File: config.mk
export PLATFORM = sky130hd
export DESIGN_NAME = pst_wb
export DESIGN_NICKNAME = d
export VERILOG_FILES = /design/src/rtl/pst_wb.sv
export SDC_FILE = /design/constraint.sdc
export NUM_CORES = 1
export LEC_CHECK = 0
export ABC_AREA = 1
export CAP_MARGIN = 20
export CORE_MARGIN = 3
export CORE_UTILIZATION = 51
export CTS_CLUSTER_SIZE = 28
export DETAILED_ROUTE_END_ITERATION = 8
export PLACE_DENSITY_LB_ADDON = 0.3
export SYNTH_ARGS = -nofsm -noshare
export SYNTH_HDL_FRONTEND = slang
export SYNTH_SLANG_ARGS = --single-unit
File: constraint.sdc
create_clock -name clk -period 4.3 [get_ports clk]
set_input_delay 1.29 -clock clk [delete_from_list [all_inputs] [get_ports clk]]
set_output_delay 1.29 -clock clk [all_outputs]
set_load 0.02 [all_outputs]
File: src/rtl/pst_wb.sv
// Writeback stage: latches the MEM/WB register, extends load data and drives the
// register-file write port back to decode. Also retires syscalls and counts retired instructions.
module pst_wb #(
    parameter int          CNT_W        = 32,
    parameter logic [31:0] SYSCALL_HALT = 32'd10,
    parameter logic [31:0] SYSCALL_SHOW = 32'd34
) (
    input  logic             clk,
    input  logic             rst_n,
    input  logic             en,
    input  logic             flush,
    input  logic             in_valid,
    input  logic             in_rf_we,
    input  logic [4:0]       in_rf_req_w,
    input  logic [1:0]       in_mux_rf_data_w,
    input  logic [31:0]      in_alu_data,
    input  logic [31:0]      in_dm_data,
    input  logic [2:0]       in_dm_op,
    input  logic [31:0]      in_pc_4,
    input  logic             in_syscall_en,
    input  logic [31:0]      in_rf_data_v0,
    input  logic [31:0]      in_rf_data_a0,
    output logic             rf_we,
    output logic [4:0]       rf_req_w,
    output logic [31:0]      rf_data_w,
    output logic             halt,
    output logic [31:0]      display,
    output logic [CNT_W-1:0] retired
);

    logic             r_valid;
    logic             r_we;
    logic [4:0]       r_req_w;
    logic [1:0]       r_mux;
    logic [31:0]      r_alu_data;
    logic [31:0]      r_dm_data;
    logic [2:0]       r_dm_op;
    logic [31:0]      r_pc_4;
    logic             r_halt;
    logic [31:0]      r_display;
    logic [CNT_W-1:0] r_retired;

    logic             w_adv;
    logic             w_take;
    logic [7:0]       w_byte;
    logic [15:0]      w_half;
    logic [31:0]      w_load;
    logic [31:0]      w_sel;

    assign w_adv  = en & ~r_halt;
    // A real instruction enters WB only when it is valid and not being flushed.
    assign w_take = w_adv & ~flush & in_valid;

    always_ff @(posedge clk or negedge rst_n) begin
        if (!rst_n) begin
            r_valid    <= 1'b0;
            r_we       <= 1'b0;
            r_req_w    <= 5'd0;
            r_mux      <= 2'd0;
            r_alu_data <= 32'd0;
            r_dm_data  <= 32'd0;
            r_dm_op    <= 3'd0;
            r_pc_4     <= 32'd0;
            r_halt     <= 1'b0;
            r_display  <= 32'd0;
            r_retired  <= '0;
        end else if (w_adv) begin
            if (flush) begin
                r_valid    <= 1'b0;
                r_we       <= 1'b0;
                r_req_w    <= 5'd0;
                r_mux      <= 2'd0;
                r_alu_data <= 32'd0;
                r_dm_data  <= 32'd0;
                r_dm_op    <= 3'd0;
                r_pc_4     <= 32'd0;
            end else begin
                r_valid    <= in_valid;
                r_we       <= in_rf_we;
                r_req_w    <= in_rf_req_w;
                r_mux      <= in_mux_rf_data_w;
                r_alu_data <= in_alu_data;
                r_dm_data  <= in_dm_data;
                r_dm_op    <= in_dm_op;
                r_pc_4     <= in_pc_4;
            end
            if (w_take) begin
                r_retired <= r_retired + {{(CNT_W-1){1'b0}}, 1'b1};
                if (in_syscall_en && in_rf_data_v0 == SYSCALL_HALT) begin
                    r_halt <= 1'b1;
                end
                if (in_syscall_en && in_rf_data_v0 == SYSCALL_SHOW) begin
                    r_display <= in_rf_data_a0;
                end
            end
        end
    end

    // Little-endian lane select; half-word uses only offset bit 1, misalignment is not trapped.
    assign w_byte = r_dm_data[{r_alu_data[1:0], 3'b000} +: 8];
    assign w_half = r_alu_data[1] ? r_dm_data[31:16] : r_dm_data[15:0];

    always_comb begin
        w_load = r_dm_data;
        case (r_dm_op)
            3'd1:    w_load = {{24{w_byte[7]}}, w_byte};
            3'd2:    w_load = {24'd0, w_byte};
            3'd3:    w_load = {{16{w_half[15]}}, w_half};
            3'd4:    w_load = {16'd0, w_half};
            default: w_load = r_dm_data;
        endcase
    end

    always_comb begin
        w_sel = 32'd0;
        case (r_mux)
            2'd0:    w_sel = r_alu_data;
            2'd1:    w_sel = w_load;
            2'd2:    w_sel = r_pc_4;
            default: w_sel = 32'd0;
        endcase
    end

    assign rf_we     = r_valid & r_we & (r_req_w != 5'd0);
    assign rf_req_w  = r_valid ? r_req_w : 5'd0;
    assign rf_data_w = r_valid ? w_sel : 32'd0;
    assign halt      = r_halt;
    assign display   = r_display;
    assign retired   = r_retired;

endmodule
==> results of run 1 <==
-- state kept, by name, indices dropped and copies added (netlist names) --
| name | count |
|---|---|
| r_alu_data | 32 |
| r_pc_4 | 32 |
| display | 32 |
| halt | 1 |
| retired | 32 |
| r_req_w | 5 |
| r_mux | 2 |
| r_dm_data | 32 |
| r_dm_op | 3 |
| r_we | 1 |
| r_valid | 1 |
-- cells in the final DEF (no fill, tap or decap), drive strengths merged, types with 5 or more instances in the layout --
master,count
inv,178
xnor2,6
clkbuf,21
xor2,14
o21ai,115
dfrtp,173
clkdlybuf4s50,278
nand2,338
o22ai,32
buf,15
nor2,71
bufinv,5
nand4,9
nand3,84
nor3,10
a21oi,64
-- layout make-up --
| type | instances | area [sq um] |
|---|---|---|
| well taps | 220 | 275 |
| inverters | 178 | 672 |
| multi-input cells | 754 | 3510 |
| flip-flops and latches | 173 | 4330 |
| fillers | 1260 | 4310 |
| repair buffers | 293 | 2940 |
| clock inverters | 7 | 164 |
| clock buffers | 21 | 450 |
-- how the worst max path moves through the flow --
stage                       start            end  slack [ps]  cells past startpoint
floorplan              r_dm_op[0]  rf_data_w[21]        1360                      9
global placement    r_alu_data[1]  rf_data_w[30]         650                      8
detailed placement  r_alu_data[1]  rf_data_w[29]         560                      8
CTS                 r_alu_data[1]  rf_data_w[29]          80                      8
global route        r_alu_data[1]  rf_data_w[22]           9                      8
finish                 r_dm_op[0]  rf_data_w[29]         110                      7
-- power groups by stage --
stage / Clock (mW) / Sequential [mW] / Combinational (mW)
2_1_floorplan: 0 / 1.66 / 0.00572
3_3_place_gp: 0 / 1.66 / 0.205
3_5_place_dp: 0 / 1.66 / 0.206
4_1_cts: 1.66 / 1.63 / 0.207
5_1_grt: 1.73 / 1.63 / 0.221
6_report: 1.65 / 1.63 / 0.204
-- per-layer routing --
layer	up-vias	GRT usage	wire (microns)
li1	4173	-	-
met1	3929	0.393	11200
met2	441	0.456	12700
met3	62	0.0838	2820
met4	0	0.113	815
met5	-	0	0
-- timing repair --
item | in CTS | in global routing
hold buffers | 0 | 0
endpoints found under the setup margin | 0 | 16
resized for setup | 0 | 2
-- per-stage QoR --
stage               utilization  instance area, sq um  setup slack, ps  std cells
detailed placement        0.704                 11700              564       1618
CTS                       0.741                 12300             83.6       1646
floorplan                     -                  8710             1360       1158
global route              0.741                 12300             9.01       1646
finish                    0.741                 12300              113       1646
global placement          0.704                 11700              652       1618
-- worst reg2reg max path: cells and delay by family, from the launching register on --
kind | cells | cell delay [ps]
and+or+nand+nor | 6 | 1330
buffers and inverters | 2 | 200
DFF | 1 | 390
-- kinds of logic after synthesis --
group           after synthesis
buf+inv                     231
simple gates                517
xor+xnor                     20
compound gates              216
flops                       173
fa+ha+maj                     1
==> run summary, run 1 <==
outcome: finished clean
placer congestion estimate: 0.941
Synth Area in Simple Gates: 0.248
largest family of logic cells by synthesized area: simple AND/OR/NAND/NOR gates
max cap viols: 0
vias in the first global route: 8,349
Seq pwr share: 0.468
critical path data required time: 3010 ps
Synth Warn #: 0
Worst EP arrival: 2900 ps
Die H: 137 microns
synth unique cells: 31
CP bufs+invs: 1
Cell Area, Synth: 0.00871 sq mm
Clk pwr share: 0.473
worst hold path endpoint: display[14]
hold depth: 2
Initial Util: 0.523
synth top area cells: dfrtp_1, nand2_1, inv_1, o21ai_0, nand3_1
first-pass GRT wire length: 43,100 microns
Worst-Margin Slew: 959 ps
FF-to-FF Start: halt
GRT Overall Usage: 0.294
final setup TNS: 0 ps
net count reported at finish: 1,595
Async SR Flop Fraction: 1.00
leak pwr: 5.82 nW
max-slew violation count: 0
Synth top cells by count: nand2_1, inv_1, dfrtp_1
Final Critical Period: 4190 ps
total CTS buffers: 17
P_sw: 0.671 mW
global route total overflow: 0
CTS Sinks: 173
post-route ant nets: 0
IO Port Bufs: 279
power share of the combinational group: 0.059
CORE AREA: 0.0166 sq mm
Vias/cell: 5.23
Startpoint Class: flop
Ports: 280
sequential area share after synthesis: 0.497
VDD IR-drop max: 0.299 mV
Post-Syn Instances: 1,158
CP peak stage delay: 630 ps
endpoints failing hold: 0
Synth Area in Adders: 0.00144
internal portion of total power: 2.81 mW
CTS Buffer Depth: 2
antenna violations before repair: 0
R2R Setup Slk: 2270 ps
DPL Wire Length: 19,900 microns
share of layout cells above drive strength 1: 0.0428
most common cell in the netlist: nand2_1
final hold slack: 469 ps
crit path capture type: primary output
Mean Syn Cell Area: 7.52 sq um
post-CTS setup buffer count: 0
fin crit share: 0.974
WS Path Type: flop to primary output
Compound-Gate Fraction of Synth Area: 0.131
switching share of power: 0.193
critical path fanouts, max: 17
DRC errors left: 0
EDFF count, synth: 0
multiplexer area fraction after synthesis: 0
initial drt markers: 724
wire length per cell: 16.7 microns
final wirelength: 27,500 microns
largest net degree at the start of global routing: 105
row cnt: 47
Clock Tree Root: clkbuf_16
Synth Area in XOR/XNOR: 0.0201
die area: 0.0187 sq mm
hold path start: display[14]
area leader, netlist: dfrtp_1
Synth Flop Type: dfrtp_1
synthesis-to-layout area growth: 41.6%
Rel. slew slack: 0.361
clock-pin slew on the worst setup and hold paths: 60 ps
Clk Latency, worst-skew pair: 420 ps
RR Endpoint: display[6]
htree depth: 4
vias post-DR: 8,605
HP Class: flop to flop
maximum clock rate: 239 MHz
slowest CP cell: clkdlybuf4s50_1
Top delay family on crit path: simple AND/OR/NAND/NOR gates
Post-Syn Nets: 1,336
Final setup viols: 0
RSZ-0062 raised after global routing: false
FF+latch count, synth: 173
DR pass1 iterations: 5
Die Span X: 137 microns
total power: 3.48 mW
Synth top area share: 0.497
CTS tree: built
critical-path cell list: nor2_1 > o21ai_0 > nand2_2 > nand3_4 > nand2_1 > a21oi_1 > clkdlybuf4s50_1
Pwr Density: 282 mW/mm^2
Antenna Cells: 0
reg2reg path depth: 8
Clock Skews: 8.19 ps
Power figures use the tool's default switching activity.
==> inputs of run 2 (changes only) <==
--- a/config.mk
+++ b/config.mk
@@ -7,10 +7,12 @@
 export LEC_CHECK = 0
 export ABC_AREA = 1
 export CAP_MARGIN = 20
+export CORE_ASPECT_RATIO = 0.9
 export CORE_MARGIN = 3
-export CORE_UTILIZATION = 51
+export CORE_UTILIZATION = 47
 export CTS_CLUSTER_SIZE = 28
 export DETAILED_ROUTE_END_ITERATION = 8
+export HOLD_SLACK_MARGIN = 0.03
 export PLACE_DENSITY_LB_ADDON = 0.3
 export SYNTH_ARGS = -nofsm -noshare
 export SYNTH_HDL_FRONTEND = slang
==> constraint.sdc (replaced) <==
create_clock -name clk -period 4.8 [get_ports clk]
set_input_delay 1.44 -clock clk [delete_from_list [all_inputs] [get_ports clk]]
set_output_delay 1.44 -clock clk [all_outputs]
set_load 0.02 [all_outputs]
==> run summary, run 2 (synthesis gave the netlist of run 1 again) <==
outcome: finished clean
vias in the first global route: 8,168
total power: 2.99 mW
Die Span X: 150 microns
Clk Latency, worst-skew pair: 430 ps
Seq pwr share: 0.487
switching share of power: 0.216
P_sw: 0.645 mW
global route total overflow: 0
DRC errors left: 0
CP peak stage delay: 620 ps
largest net degree at the start of global routing: 90
row cnt: 46
final hold slack: 472 ps
critical-path cell list: nor2_1 > nand2_1 > nand2_2 > nor2_2 > buf_4 > a21oi_1 > nand2_1 > a21oi_1 > clkdlybuf4s50_1
reg2reg path depth: 8
Clock Skews: 8.53 ps
total CTS buffers: 17
GRT Overall Usage: 0.275
Initial Util: 0.487
first-pass GRT wire length: 43,800 microns
CTS tree: built
post-cts gate resize count: 0
synthesis-to-layout area growth: 41.8%
initial drt markers: 703
Startpoint Class: flop
final setup TNS: 0 ps
internal portion of total power: 2.35 mW
most frequent cells in the layout: nand2_1, clkdlybuf4s50_1, inv_1, dfrtp_1, o21ai_0
Filler Cell Count: 1,503
Vias/cell: 5.14
wire length per cell: 16.8 microns
power share of the combinational group: 0.061
WS Path Type: flop to primary output
max-slew violation count: 0
CTS Sinks: 173
IO Port Bufs: 279
vias post-DR: 8,569
final instance area: 0.0124 sq mm
placed cell count: 1,634
htree depth: 4
post-route insts no fill: 1,668
max cap viols: 0
most common cell after layout, fill and taps aside: nand2_1
Worst-Margin Slew: 841 ps
DPL Wire Length: 20,400 microns
final core occ: 0.690
post-route ant nets: 0
Clock Tree Root: clkbuf_16
fin crit share: 0.943
Rel. slew slack: 0.440
clock-pin slew on the worst setup and hold paths: 70 ps
leak pwr: 5.82 nW
Clk pwr share: 0.452
critical path fanouts, max: 21
post-CTS setup buffer count: 0
RSZ-0062 raised after global routing: false
slowest CP cell: nor2_2
Final setup viols: 0
crit path capture type: primary output
Final Critical Period: 4530 ps
share of layout cells above drive strength 1: 0.0448
Final WS setup: 274 ps
Placed Area: 0.0117 sq mm
die area: 0.0202 sq mm
Pwr Density: 242 mW/mm^2
Die H: 135 microns
DR pass1 iterations: 5
antenna violations before repair: 1
endpoints failing hold: 0
maximum clock rate: 221 MHz
HP Class: flop to flop
placer congestion estimate: 0.942
VDD IR-drop max: 0.223 mV
critical path data required time: 3360 ps
pre-CTS worst setup slack: 733 ps
net count reported at finish: 1,593
CTS Buffer Depth: 2
Antenna Cells: 0
hold depth: 2
CORE AREA: 0.0179 sq mm
Worst EP arrival: 3090 ps
Hold-fix buffers, CTS: 0
Ports: 280
final wirelength: 28,000 microns
run 2: critical path: cells and delay by family (launching register included):
family,cells,cell delay [ps]
flops,1,460
compound gates,2,190
buf+inv,2,960
simple gates,5,1030
run 2: layout make-up:
cell class	count	area (sq um)	area share
sequential	173	4330	0.350
multi-input combinational	754	3500	0.283
timing repair buffer	291	2970	0.241
inverter	178	668	0.0541
clock buffer	21	470	0.0381
tap	240	300	0.0243
clock inverter	11	109	0.00881
run 2: layer usage:
layer  global-route usage  vias up  share of wire
met5                    0        -        0.00046
met4               0.0696        2          0.015
met3               0.0662       32          0.080
met2                0.420      324           0.46
met1                0.399     4047           0.44
li1                     -     4164              -
run 2: final timing paths:
check / startpoint / endpoint / slack, ps
setup reg to reg: halt / display[11] / 2740
max in group asynchronous: rst_n / r_dm_data[25] / 2780
min in group asynchronous: rst_n / display[13] / 1050
hold / removal: display[3] / display[3] / 470
hold reg to reg: display[3] / display[3] / 470
setup / recovery: r_dm_op[0] / rf_data_w[27] / 270
run 2: power by group through the flow:
stage                     clock (mW)  combinational, mW  sequential [mW]
after floorplan                    0            0.00512             1.49
after global placement             0              0.183             1.49
after detailed placement           0              0.185             1.49
after CTS                       1.38              0.186             1.46
after global routing            1.44              0.198             1.46
final                           1.35              0.184             1.46
